--- src/rtl/alu_param_pkg.sv ---
// alu_param_pkg: shared types for the parametrised multi-cycle ALU.
//   alu_op_t    - 4-bit opcode set (logic, arithmetic, shift/rotate, MULT)
//   alu_movi_t  - operand B source select
//   alu_state_t - control FSM states (MUL exists only when ALU_MULT_EN is defined)
package alu_param_pkg;

  localparam int ALU_WIDTH_MIN = 4;
  localparam int ALU_WIDTH_MAX = 32;

  typedef enum logic [3:0] {
    OP_ADD  = 4'd0,
    OP_SUB  = 4'd1,
    OP_MULT = 4'd2,
    OP_SHL  = 4'd3,
    OP_SHR  = 4'd4,
    OP_ROL  = 4'd5,
    OP_ROR  = 4'd6,
    OP_NOT  = 4'd7,
    OP_AND  = 4'd8,
    OP_OR   = 4'd9,
    OP_XOR  = 4'd10,
    OP_NAND = 4'd11,
    OP_NOR  = 4'd12,
    OP_XNOR = 4'd13,
    OP_INC  = 4'd14,
    OP_DEC  = 4'd15
  } alu_op_t;

  typedef enum logic [1:0] {
    MOVI_REG_B     = 2'b00,
    MOVI_MEM       = 2'b01,
    MOVI_IMM       = 2'b10,
    MOVI_REG_B_ALT = 2'b11
  } alu_movi_t;

  typedef enum logic {
    ST_IDLE = 1'b0,
    ST_MUL  = 1'b1
  } alu_state_t;

endpackage

--- src/rtl/alu_mul_seq.sv ---
// alu_mul_seq: iterative shift-add unsigned multiplier, one partial product
// per cycle.
//   clk, rst : clock, asynchronous active-high reset
//   start    : load a/b and begin (ignored while busy)
//   a, b     : W-bit unsigned operands, sampled on the start edge
//   busy     : an operation is in progress
//   done     : final product is on prod this cycle (last busy cycle)
//   prod     : 2W-bit product (valid when done)
// Bit 0 of b is folded in on the start edge, so after W-1 more edges the
// product is complete and done is raised; busy drops on the following edge,
// giving a start-to-capture latency of W cycles.
module alu_mul_seq #(
  parameter int W = 8
) (
  input  logic           clk,
  input  logic           rst,
  input  logic           start,
  input  logic [W-1:0]   a,
  input  logic [W-1:0]   b,
  output logic           busy,
  output logic           done,
  output logic [2*W-1:0] prod
);

  localparam int CW = (W > 1) ? $clog2(W) : 1;
  localparam logic [CW-1:0] LAST = CW'(W - 1);

  logic [2*W-1:0] acc;
  logic [2*W-1:0] mcand;
  logic [W-1:0]   mplier;
  logic [CW-1:0]  cnt;
  logic           busy_q;

  always_ff @(posedge clk or posedge rst) begin
    if (rst) begin
      acc    <= '0;
      mcand  <= '0;
      mplier <= '0;
      cnt    <= '0;
      busy_q <= 1'b0;
    end else if (start && !busy_q) begin
      acc    <= b[0] ? {{W{1'b0}}, a} : '0;
      mcand  <= {{(W-1){1'b0}}, a, 1'b0};
      mplier <= {1'b0, b[W-1:1]};
      cnt    <= '0;
      busy_q <= 1'b1;
    end else if (busy_q) begin
      if (cnt == LAST) begin
        busy_q <= 1'b0;
      end else begin
        if (mplier[0]) begin
          acc <= acc + mcand;
        end
        mcand  <= {mcand[2*W-2:0], 1'b0};
        mplier <= {1'b0, mplier[W-1:1]};
        cnt    <= cnt + CW'(1);
      end
    end
  end

  assign busy = busy_q;
  assign done = busy_q && (cnt == LAST);
  assign prod = acc;

endmodule

--- src/rtl/alu_param_mc.sv ---
// alu_param_mc: parametrised multi-cycle ALU.
//   CLK, RST       : clock, asynchronous active-high reset
//   ACT, ALU_RDY   : request / ready handshake
//   OP, MOVI       : opcode (alu_op_t), operand B source (alu_movi_t)
//   REG_A          : operand A
//   REG_B/MEM/IMM  : operand B candidates
//   EX_ALU         : 2*DATA_WIDTH result, held between strobes
//   EX_ALU_VLD     : one-cycle result strobe
// Handshake: an operation is accepted on a rising edge where ACT=1 and
// ALU_RDY=1; all operands are sampled on that edge only. ACT while ALU_RDY=0
// is dropped, not queued, so the requester must keep ACT high until accepted.
// Build option ALU_MULT_EN: when defined, MULT runs on the iterative
// multiplier (W cycles, ALU_RDY low). When undefined, MULT completes in one
// cycle with a zero result and ALU_RDY is constant 1.
module alu_param_mc
  import alu_param_pkg::*;
#(
  parameter int DATA_WIDTH = 8
) (
  input  logic                    CLK,
  input  logic                    RST,
  input  logic                    ACT,
  input  logic [3:0]              OP,
  input  logic [1:0]              MOVI,
  input  logic [DATA_WIDTH-1:0]   REG_A,
  input  logic [DATA_WIDTH-1:0]   REG_B,
  input  logic [DATA_WIDTH-1:0]   MEM,
  input  logic [DATA_WIDTH-1:0]   IMM,
  output logic                    ALU_RDY,
  output logic [2*DATA_WIDTH-1:0] EX_ALU,
  output logic                    EX_ALU_VLD
);

  localparam int W = DATA_WIDTH;

  alu_op_t      op;
  alu_movi_t    movi;
  logic [W-1:0] opnd_b;
  logic         accept;

  assign op     = alu_op_t'(OP);
  assign movi   = alu_movi_t'(MOVI);
  assign accept = ACT && ALU_RDY;

  always_comb begin
    opnd_b = REG_B;
    case (movi)
      MOVI_MEM: opnd_b = MEM;
      MOVI_IMM: opnd_b = IMM;
      default:  opnd_b = REG_B;
    endcase
  end

  // Arithmetic is done one bit wider so bit W carries the carry/borrow.
  logic [W:0] add_ext, sub_ext, inc_ext, dec_ext;
  assign add_ext = {1'b0, REG_A} + {1'b0, opnd_b};
  assign sub_ext = {1'b0, REG_A} - {1'b0, opnd_b};
  assign inc_ext = {1'b0, REG_A} + (W+1)'(1);
  assign dec_ext = {1'b0, REG_A} - (W+1)'(1);

  logic [2*W-1:0] result;

  always_comb begin
    result = '0;
    case (op)
      OP_ADD:  result = {{(W-1){1'b0}}, add_ext};
      OP_SUB:  result = {{(W-1){1'b0}}, sub_ext};
      OP_INC:  result = {{(W-1){1'b0}}, inc_ext};
      OP_DEC:  result = {{(W-1){1'b0}}, dec_ext};
      OP_SHL:  result = {{W{1'b0}}, REG_A[W-2:0], 1'b0};
      OP_SHR:  result = {{W{1'b0}}, 1'b0, REG_A[W-1:1]};
      OP_ROL:  result = {{W{1'b0}}, REG_A[W-2:0], REG_A[W-1]};
      OP_ROR:  result = {{W{1'b0}}, REG_A[0], REG_A[W-1:1]};
      OP_NOT:  result = {{W{1'b0}}, ~REG_A};
      OP_AND:  result = {{W{1'b0}}, REG_A & opnd_b};
      OP_OR:   result = {{W{1'b0}}, REG_A | opnd_b};
      OP_XOR:  result = {{W{1'b0}}, REG_A ^ opnd_b};
      OP_NAND: result = {{W{1'b0}}, ~(REG_A & opnd_b)};
      OP_NOR:  result = {{W{1'b0}}, ~(REG_A | opnd_b)};
      OP_XNOR: result = {{W{1'b0}}, ~(REG_A ^ opnd_b)};
      // MULT is either produced by the sequencer or defined as zero.
      default: result = '0;
    endcase
  end

  logic           mul_start;
  logic           mul_fin;
  logic [2*W-1:0] mul_prod;

`ifdef ALU_MULT_EN
  localparam int CNT_W = (W > 1) ? $clog2(W) : 1;
  localparam logic [CNT_W-1:0] LAST = CNT_W'(W - 1);

  alu_state_t     state, state_nxt;
  logic [CNT_W-1:0] cnt, cnt_nxt;
  logic           mul_busy;
  logic           mul_done;

  assign mul_start = accept && (op == OP_MULT);

  alu_mul_seq #(.W(W)) u_mul (
    .clk   (CLK),
    .rst   (RST),
    .start (mul_start),
    .a     (REG_A),
    .b     (opnd_b),
    .busy  (mul_busy),
    .done  (mul_done),
    .prod  (mul_prod)
  );

  always_ff @(posedge CLK or posedge RST) begin
    if (RST) begin
      state <= ST_IDLE;
      cnt   <= '0;
    end else begin
      state <= state_nxt;
      cnt   <= cnt_nxt;
    end
  end

  always_comb begin
    state_nxt = state;
    cnt_nxt   = cnt;
    mul_fin   = 1'b0;
    case (state)
      ST_IDLE: begin
        if (mul_start) begin
          state_nxt = ST_MUL;
          cnt_nxt   = '0;
        end
      end
      ST_MUL: begin
        // The FSM count and the multiplier's done flag line up on the
        // W-th cycle; that is the capture edge for the product.
        if (cnt == LAST && mul_done) begin
          mul_fin   = 1'b1;
          state_nxt = ST_IDLE;
        end else begin
          cnt_nxt = cnt + CNT_W'(1);
        end
      end
      default: state_nxt = ST_IDLE;
    endcase
  end

  // Never offer ready while the multiplier still holds an operation.
  assign ALU_RDY = (state == ST_IDLE) && !mul_busy;
`else
  assign mul_start = 1'b0;
  assign mul_fin   = 1'b0;
  assign mul_prod  = '0;
  assign ALU_RDY   = 1'b1;
`endif

  always_ff @(posedge CLK or posedge RST) begin
    if (RST) begin
      EX_ALU     <= '0;
      EX_ALU_VLD <= 1'b0;
    end else if (mul_fin) begin
      EX_ALU     <= mul_prod;
      EX_ALU_VLD <= 1'b1;
    end else if (accept && !mul_start) begin
      EX_ALU     <= result;
      EX_ALU_VLD <= 1'b1;
    end else begin
      EX_ALU_VLD <= 1'b0;
    end
  end

endmodule

--- config.mk ---
export PLATFORM = sky130hd
export DESIGN_NAME = alu_param_mc
export DESIGN_NICKNAME = d
export VERILOG_FILES = /design/src/rtl/alu_param_pkg.sv /design/src/rtl/alu_mul_seq.sv /design/src/rtl/alu_param_mc.sv
export SDC_FILE = /design/constraint.sdc
export NUM_CORES = 1
export LEC_CHECK = 0
export CAP_MARGIN = 20
export CORE_UTILIZATION = 55
export DETAILED_ROUTE_END_ITERATION = 8
export DONT_BUFFER_PORTS = 1
export PLACE_DENSITY = 0.77
export SYNTH_ARGS = -nofsm -noshare
export SYNTH_HDL_FRONTEND = slang
export SYNTH_SLANG_ARGS = --single-unit
--- constraint.sdc ---
create_clock -name CLK -period 1.14 [get_ports CLK]
set_input_delay 0.114 -clock CLK [delete_from_list [all_inputs] [get_ports CLK]]
set_output_delay 0.114 -clock CLK [all_outputs]
set_load 0.03 [all_outputs]
==> impl_metrics.env, run 1 <==
export IMPL_status="finished with violations"
export IMPL_violations="negative setup slack"
export IMPL_ant_nets=0
export IMPL_rows=23
export IMPL_synth_compound_area_frac=0.3582
export IMPL_cp_data_arrival_time_ns=2.84
export IMPL_die_y_um=68.30
export IMPL_path_cells="inv_12 -> ha_4 -> o21a_4 -> inv_4 -> or4_4 -> o311ai_2 -> o21ai_1 -> a221oi_2 -> ha_4 -> nor3_2 -> nor2_1 -> o41ai_2 -> xnor2_1 -> a22o_1"
export IMPL_ys_ff_latch=10
export IMPL_min_period_ns=2.728
export IMPL_synthSimpleGateAreaFrac=0.2164
export IMPL_dr_pass1_iters=5
export IMPL_crit_end="EX_ALU[8]"
export IMPL_seq_area_frac_synth=0.1035
export IMPL_crit_path_start_kind="input pin"
export IMPL_synth_cells=340
export IMPL_grt_pass1_vias=2468
export IMPL_antenna_found_initial=0
export IMPL_clockBufferDepth=2
export IMPL_cts_htree_levels=1
export IMPL_setup_viol_count_final=9
export IMPL_required_ns=1.25
export IMPL_cts_root_buf="clkbuf_8"
export IMPL_min_period_over_period=2.393
export IMPL_grt_pass1_wl_mm=11.63
export IMPL_finalHoldViolCount=0
export IMPL_num_vias=2894
export IMPL_track_usage=0.3280
export IMPL_fin_skew_ns=0
export IMPL_r2r_cells=2
export IMPL_numPortBuffers=0
export IMPL_cts_buffers_inserted=3
export IMPL_clk_pin_slew_worst_paths_ns=0.04
export IMPL_crit_cells=14
export IMPL_worstReg2RegEnd="EX_ALU[7]"
export IMPL_cp_max_fo=9
export IMPL_io_pins=59
export IMPL_die_area_um2=4664
export IMPL_cap_violations=0
export IMPL_area_growth_pct=31.11
export IMPL_grt_max_degree=39
export IMPL_synthAdderAreaFrac=0.1325
export IMPL_path_class="in2reg"
export IMPL_cpMaxStageDelayCell="or4_4"
export IMPL_drive_gt1_frac=0.3158
export IMPL_synth_cell_type_count=65
export IMPL_vdd_drop_max_v=0.0004707
export IMPL_ys_warn_count=0
export IMPL_synthArstFlopShare=1.000
export IMPL_core_um2=4115
export IMPL_crit_family="compound AO/OA/AOI/OAI gates"
export IMPL_fin_nets=467
export IMPL_dpl_worst_slack_ns=-1.862
export IMPL_first_iter_violations=282
export IMPL_stdcell_area_um2=3169
export IMPL_cts_sinks=10
export IMPL_r2r_start="EX_ALU[7]"
export IMPL_rsz0062_at_grt="yes"
export IMPL_viasPerCell=6.445
export IMPL_ys_flop_type="dfrtp_1"
export IMPL_finalWorstSetupSlack_ns=-1.588
export IMPL_avgSynthCellArea_um2=7.110
export IMPL_antenna_cells=0
export IMPL_synthMuxAreaShare=0.05745
export IMPL_slowest_delay_ns=0.54
export IMPL_initial_core_util=0.5874
export IMPL_dp_hpwl_mm=5.733
export IMPL_p_per_area_nw_per_um2=942.2
export IMPL_dpl_instance_area_um2=2965
export IMPL_nFillCells=297
export IMPL_post_route_drc_count=0
export IMPL_crit_path_end_kind="flip-flop"
export IMPL_synth_enable_flop_cells=0
export IMPL_min_path_type="in2reg"
export IMPL_synth_top_family_by_area="compound AO/OA/AOI/OAI gates"
export IMPL_gp_congestion=0.8945
export IMPL_max_freq_mhz=366.6
export IMPL_clk_latency_ns=0.23
export IMPL_synth_xor_area_frac=0.02174
export IMPL_cts_tree="yes"
export IMPL_syn_area_um2=2417
export IMPL_leakage_nw=1.426
export IMPL_avgRoutedWirePerCell_um=17.80
export IMPL_worstSetupStartpoint="MOVI[0]"
export IMPL_gr_total_overflow=0
export IMPL_die_w_um=68.30
export IMPL_critPathBufInv=2
export IMPL_drv_slew=0
export IMPL_totalWireLength_mm=7.990
export IMPL_critPathMostFrequentCell="ha_4"
export IMPL_r2r_setup_slack_ns=0.23
==> metal layers <==
| layer | track usage | share of wire |
|---|---|---|
| met5 | 0 | 0 |
| met2 | 0.5453 | 0.47 |
| met4 | 0.1510 | 0.032 |
| met3 | 0.04000 | 0.080 |
| met1 | 0.4159 | 0.41 |
==> metrics by stage <==
step | hold WS [ns] | TNS, ns | total power, mW | utilization | instances
floorplan | -0.04582 | -13.22 | 1.806 | - | 346
global placement | -0.01524 | -13.75 | 2.305 | 0.7206 | 440
detailed placement | -0.01362 | -14.52 | 2.378 | 0.7206 | 440
CTS | 0.05565 | -12.22 | 2.825 | 0.7510 | 448
global route | 0.06678 | -13.32 | 3.166 | 0.7701 | 449
finish | 0.05941 | -12.44 | 2.986 | 0.7701 | 449
==> where the power goes <==
group / total, mW / switching [mW] / internal (mW)
registers: 0.479 / 0.0584 / 0.421
clock network: 0.354 / 0.124 / 0.230
logic: 2.15 / 1.13 / 1.02
==> cells in the mapped netlist (all sizes together) (11+ instances only) <==
cell type / number / area [µm²]
inv: 24 / 92.59
clkbuf: 13 / 48.80
nor3: 14 / 70.07
nand2: 34 / 127.6
nor2: 21 / 78.83
o22ai: 12 / 75.07
o21ai: 30 / 150.2
buf: 16 / 113.9
a22oi: 11 / 92.58
a21oi: 19 / 95.09
ha: 24 / 300.3
==> layout make-up <==
cell class / count / area [µm²] / share of cell area
clock buffers: 3 / 41.29 / 0.01303
inverters: 25 / 111.4 / 0.03514
multi-input cells: 283 / 2106 / 0.6644
flip-flops and latches: 10 / 250.2 / 0.07896
well taps: 50 / 62.56 / 0.01974
repair buffers: 78 / 598.1 / 0.1887
==> registers in the layout, indices dropped and copies added, names as in the netlist <==
register,cells
EX_ALU,9
EX_ALU_VLD,1
==> worst reg2reg max path: stages, from the launching register on <==
cell and delay (ns):
dfrtp_1 0.38, o2bb2ai_1 0.13, a211o_1 0.28
==> kinds of logic after synthesis <==
logic type,after synthesis
other,2
adders and majority gates,25
AOI/OAI and AO/OA,123
DFF,10
muxes,13
buffers and inverters,54
xor gates and xnor gates,6
and+or+nand+nor,107
==> how the worst min path moves through the flow <==
stage	depth (start not counted)	from	end	slack (ns)
global placement	1	RST	EX_ALU_VLD	-0.02
finish	2	ACT	EX_ALU[0]	0.06
detailed placement	1	RST	EX_ALU[0]	-0.01
CTS	2	ACT	EX_ALU[0]	0.06
floorplan	1	RST	EX_ALU[0]	-0.05
global route	2	ACT	EX_ALU[2]	0.07
==> cell usage in the layout (no fill, tap or decap), types with 5 or more instances in the layout <==
| cell | count |
|---|---|
| buf_4 | 74 |
| nand2_1 | 31 |
| inv_1 | 21 |
| nor2_1 | 20 |
| ha_1 | 20 |
| o21ai_0 | 17 |
| a21oi_1 | 15 |
| nor3_1 | 13 |
| o22ai_1 | 12 |
| dfrtp_1 | 10 |
| nor2b_1 | 9 |
| nand2b_1 | 9 |
| o21ai_1 | 8 |
| a22oi_1 | 8 |
| conb_1 | 8 |
| mux2_2 | 7 |
| mux2i_1 | 6 |
| o21ai_2 | 5 |
==> what timing repair did <==
action                                  in CTS  in global routing
setup buffers                                2                  1
pin swaps                                    6                  6
hold buffers                                 2                  0
hold endpoints to repair                    12                  0
gates resized for setup                     10                 15
endpoints found under the setup margin       9                  9
gates cloned                                 1                  0
(Power assumes the default switching activity.)
==> run 2, diff against run 1 <==
- CORE_ASPECT_RATIO: unset -> 1.4
- CORE_UTILIZATION: 55 -> 42
- PLACE_DENSITY: 0.77 -> 0.63
- clock period: 1.14 -> 3.5 ns (I/O delays scaled with it)
==> run 2 against run 1 <==
The run now ends clean; clock skew unchanged; routed wire length down 13%; global-route usage down 10 points; first-iteration DRC count down 46%; sequential share of layout area up 1.9 points; count of clock-buffer cells in the layout up 1; cell area down 19%; sequential cell count unchanged; core utilization down 31 points; largest cell class unchanged.
==> impl_metrics.env, run 2 (synthesis results as in run 1) <==
export IMPL_status="finished clean"
export IMPL_dr_pass1_iters=5
export IMPL_core_um2=5525
export IMPL_tightestPinTransition_ns=0.5440
export IMPL_path_class="in2reg"
export IMPL_antenna_found_initial=0
export IMPL_viasPerCell=6.317
export IMPL_fin_cells=407
export IMPL_p_per_area_nw_per_um2=310.4
export IMPL_r2r_cells=2
export IMPL_min_path_type="in2reg"
export IMPL_required_ns=3.62
export IMPL_worstReg2RegEnd="EX_ALU[7]"
export IMPL_crit_path_end_kind="flip-flop"
export IMPL_ctsResizeCount=0
export IMPL_rows=32
export IMPL_totalWireLength_mm=6.974
export IMPL_initial_core_util=0.4375
export IMPL_min_to="EX_ALU_VLD"
export IMPL_largest_register="EX_ALU"
export IMPL_grt_pass1_vias=2339
export IMPL_finalHoldViolCount=0
export IMPL_ant_nets=0
export IMPL_clk_latency_ns=0.23
export IMPL_setup_viol_count_final=0
export IMPL_timing_max_slew_rel_slack=0.6341
export IMPL_leakage_nw=1.102
export IMPL_cts_htree_levels=1
export IMPL_r2r_setup_slack_ns=2.46
export IMPL_num_vias=2571
export IMPL_io_pins=59
export IMPL_cts_root_buf="clkbuf_8"
export IMPL_final_util=0.4620
export IMPL_drv_slew=0
export IMPL_die_w_um=66.12
export IMPL_cts_tree="yes"
export IMPL_grt_pass1_wl_mm=10.88
export IMPL_gr_total_overflow=0
export IMPL_area_growth_pct=5.590
export IMPL_fin_nets=406
export IMPL_largest_register_ffs=9
export IMPL_numPortBuffers=0
export IMPL_track_usage=0.2234
export IMPL_rsz0062_at_grt="no"
export IMPL_dpl_instance_area_um2=2482
export IMPL_antenna_cells=0
export IMPL_die_y_um=91.77
export IMPL_first_iter_violations=151
export IMPL_die_area_um2=6067
export IMPL_drive_gt1_frac=0.1091
export IMPL_post_route_drc_count=0
export IMPL_vdd_drop_max_v=0.0001155
export IMPL_cp_max_fo=13
export IMPL_cap_violations=0
export IMPL_final_common_cell="nand2_1"
export IMPL_fin_skew_ns=0
export IMPL_min_period_ns=3.319
export IMPL_dp_hpwl_mm=5.441
export IMPL_avgRoutedWirePerCell_um=17.14
export IMPL_clk_pin_slew_worst_paths_ns=0.05
export IMPL_cts_sinks=10
export IMPL_hold_slack_ns=0.1478
export IMPL_dp_cells=401
export IMPL_grt_max_degree=39
export IMPL_cts_buffers_inserted=3
export IMPL_hp_start="ACT"
export IMPL_crit_path_start_kind="input pin"
export IMPL_gp_congestion=0.9111
export IMPL_hold_path_cell_count=0
export IMPL_mostFrequentLayoutCells="34 x nand2_1, 24 x o21ai_0, 24 x ha_1, 23 x inv_1, 21 x nor2_1"
export IMPL_stdcell_area_um2=2552
export IMPL_max_freq_mhz=301.3
export IMPL_min_period_over_period=0.9484
export IMPL_cp_data_arrival_time_ns=3.44
export IMPL_tns_ns=0
export IMPL_clockBufferDepth=2
export IMPL_r2r_start="EX_ALU[7]"
export IMPL_reg_top3="EX_ALU (9), EX_ALU_VLD (1)"
## run 2: cell types whose count changed in the layout (fill, tap and decap cells not counted), moves of 3 or more
cell,delta
buf_4,-58
o21ai_0,+7
o21ai_2,-5
a21oi_1,+4
ha_1,+4
a21oi_2,-3
ha_4,-3
nand2_1,+3
## run 2: report_power, final
part | switching [mW] | internal (mW) | total (mW)
Clock | 0.0417 | 0.0986 | 0.140
Sequential | 0.0575 | 0.136 | 0.194
Combinational | 0.256 | 0.203 | 0.458
## run 2: stage by stage
stage	power [mW]	setup slack [ns]
global placement	0.6386	0.01527
CTS	0.7901	0.1707
finish	0.7923	0.1806
detailed placement	0.6465	-0.06303
floorplan	0.5623	0.1079
global route	0.8545	0.03423
## run 2: repair_timing
item	in CTS	in global routing
hold endpoints to repair	10	0
hold buffers	1	0
buffers inserted	0	0
## run 2: how the worst max path moves through the flow
stage                        from        end  slack (ns)
after floorplan           MOVI[0]  EX_ALU[8]        0.11
after global placement    MOVI[0]  EX_ALU[8]        0.02
after detailed placement  MOVI[0]  EX_ALU[8]       -0.06
after CTS                 MOVI[0]  EX_ALU[8]        0.17
after global routing      MOVI[0]  EX_ALU[8]        0.03
final                     MOVI[0]  EX_ALU[8]        0.18
## run 2: layout make-up
class | instances | area (µm²)
fill | 578 | 2973
multi-input combinational | 282 | 1931
sequential | 10 | 250.2
timing repair buffer | 18 | 135.1
inverter | 25 | 96.34
tap | 68 | 85.08
clock buffer | 4 | 55.05
## run 2: worst max-delay path: stages
cell      delay [ns]
inv_1           0.02
ha_1            0.32
buf_4           0.17
nand2_1         0.07
o21a_4          0.14
inv_4           0.04
or4_4           0.58
a21oi_1         0.20
a311oi_1        0.07
nor3_1          0.20
ha_1            0.32
o21ai_0         0.17
a21oi_1         0.08
o41ai_1         0.35
xnor2_1         0.13
a22o_1          0.21
## run 2: routing by layer
| metal | global-route usage | routed length, µm |
|---|---|---|
| met5 | 0 | 0 |
| met4 | 0.1170 | 209 |
| met3 | 0.01741 | 510 |
| met2 | 0.3937 | 3471 |
| met1 | 0.2595 | 2782 |
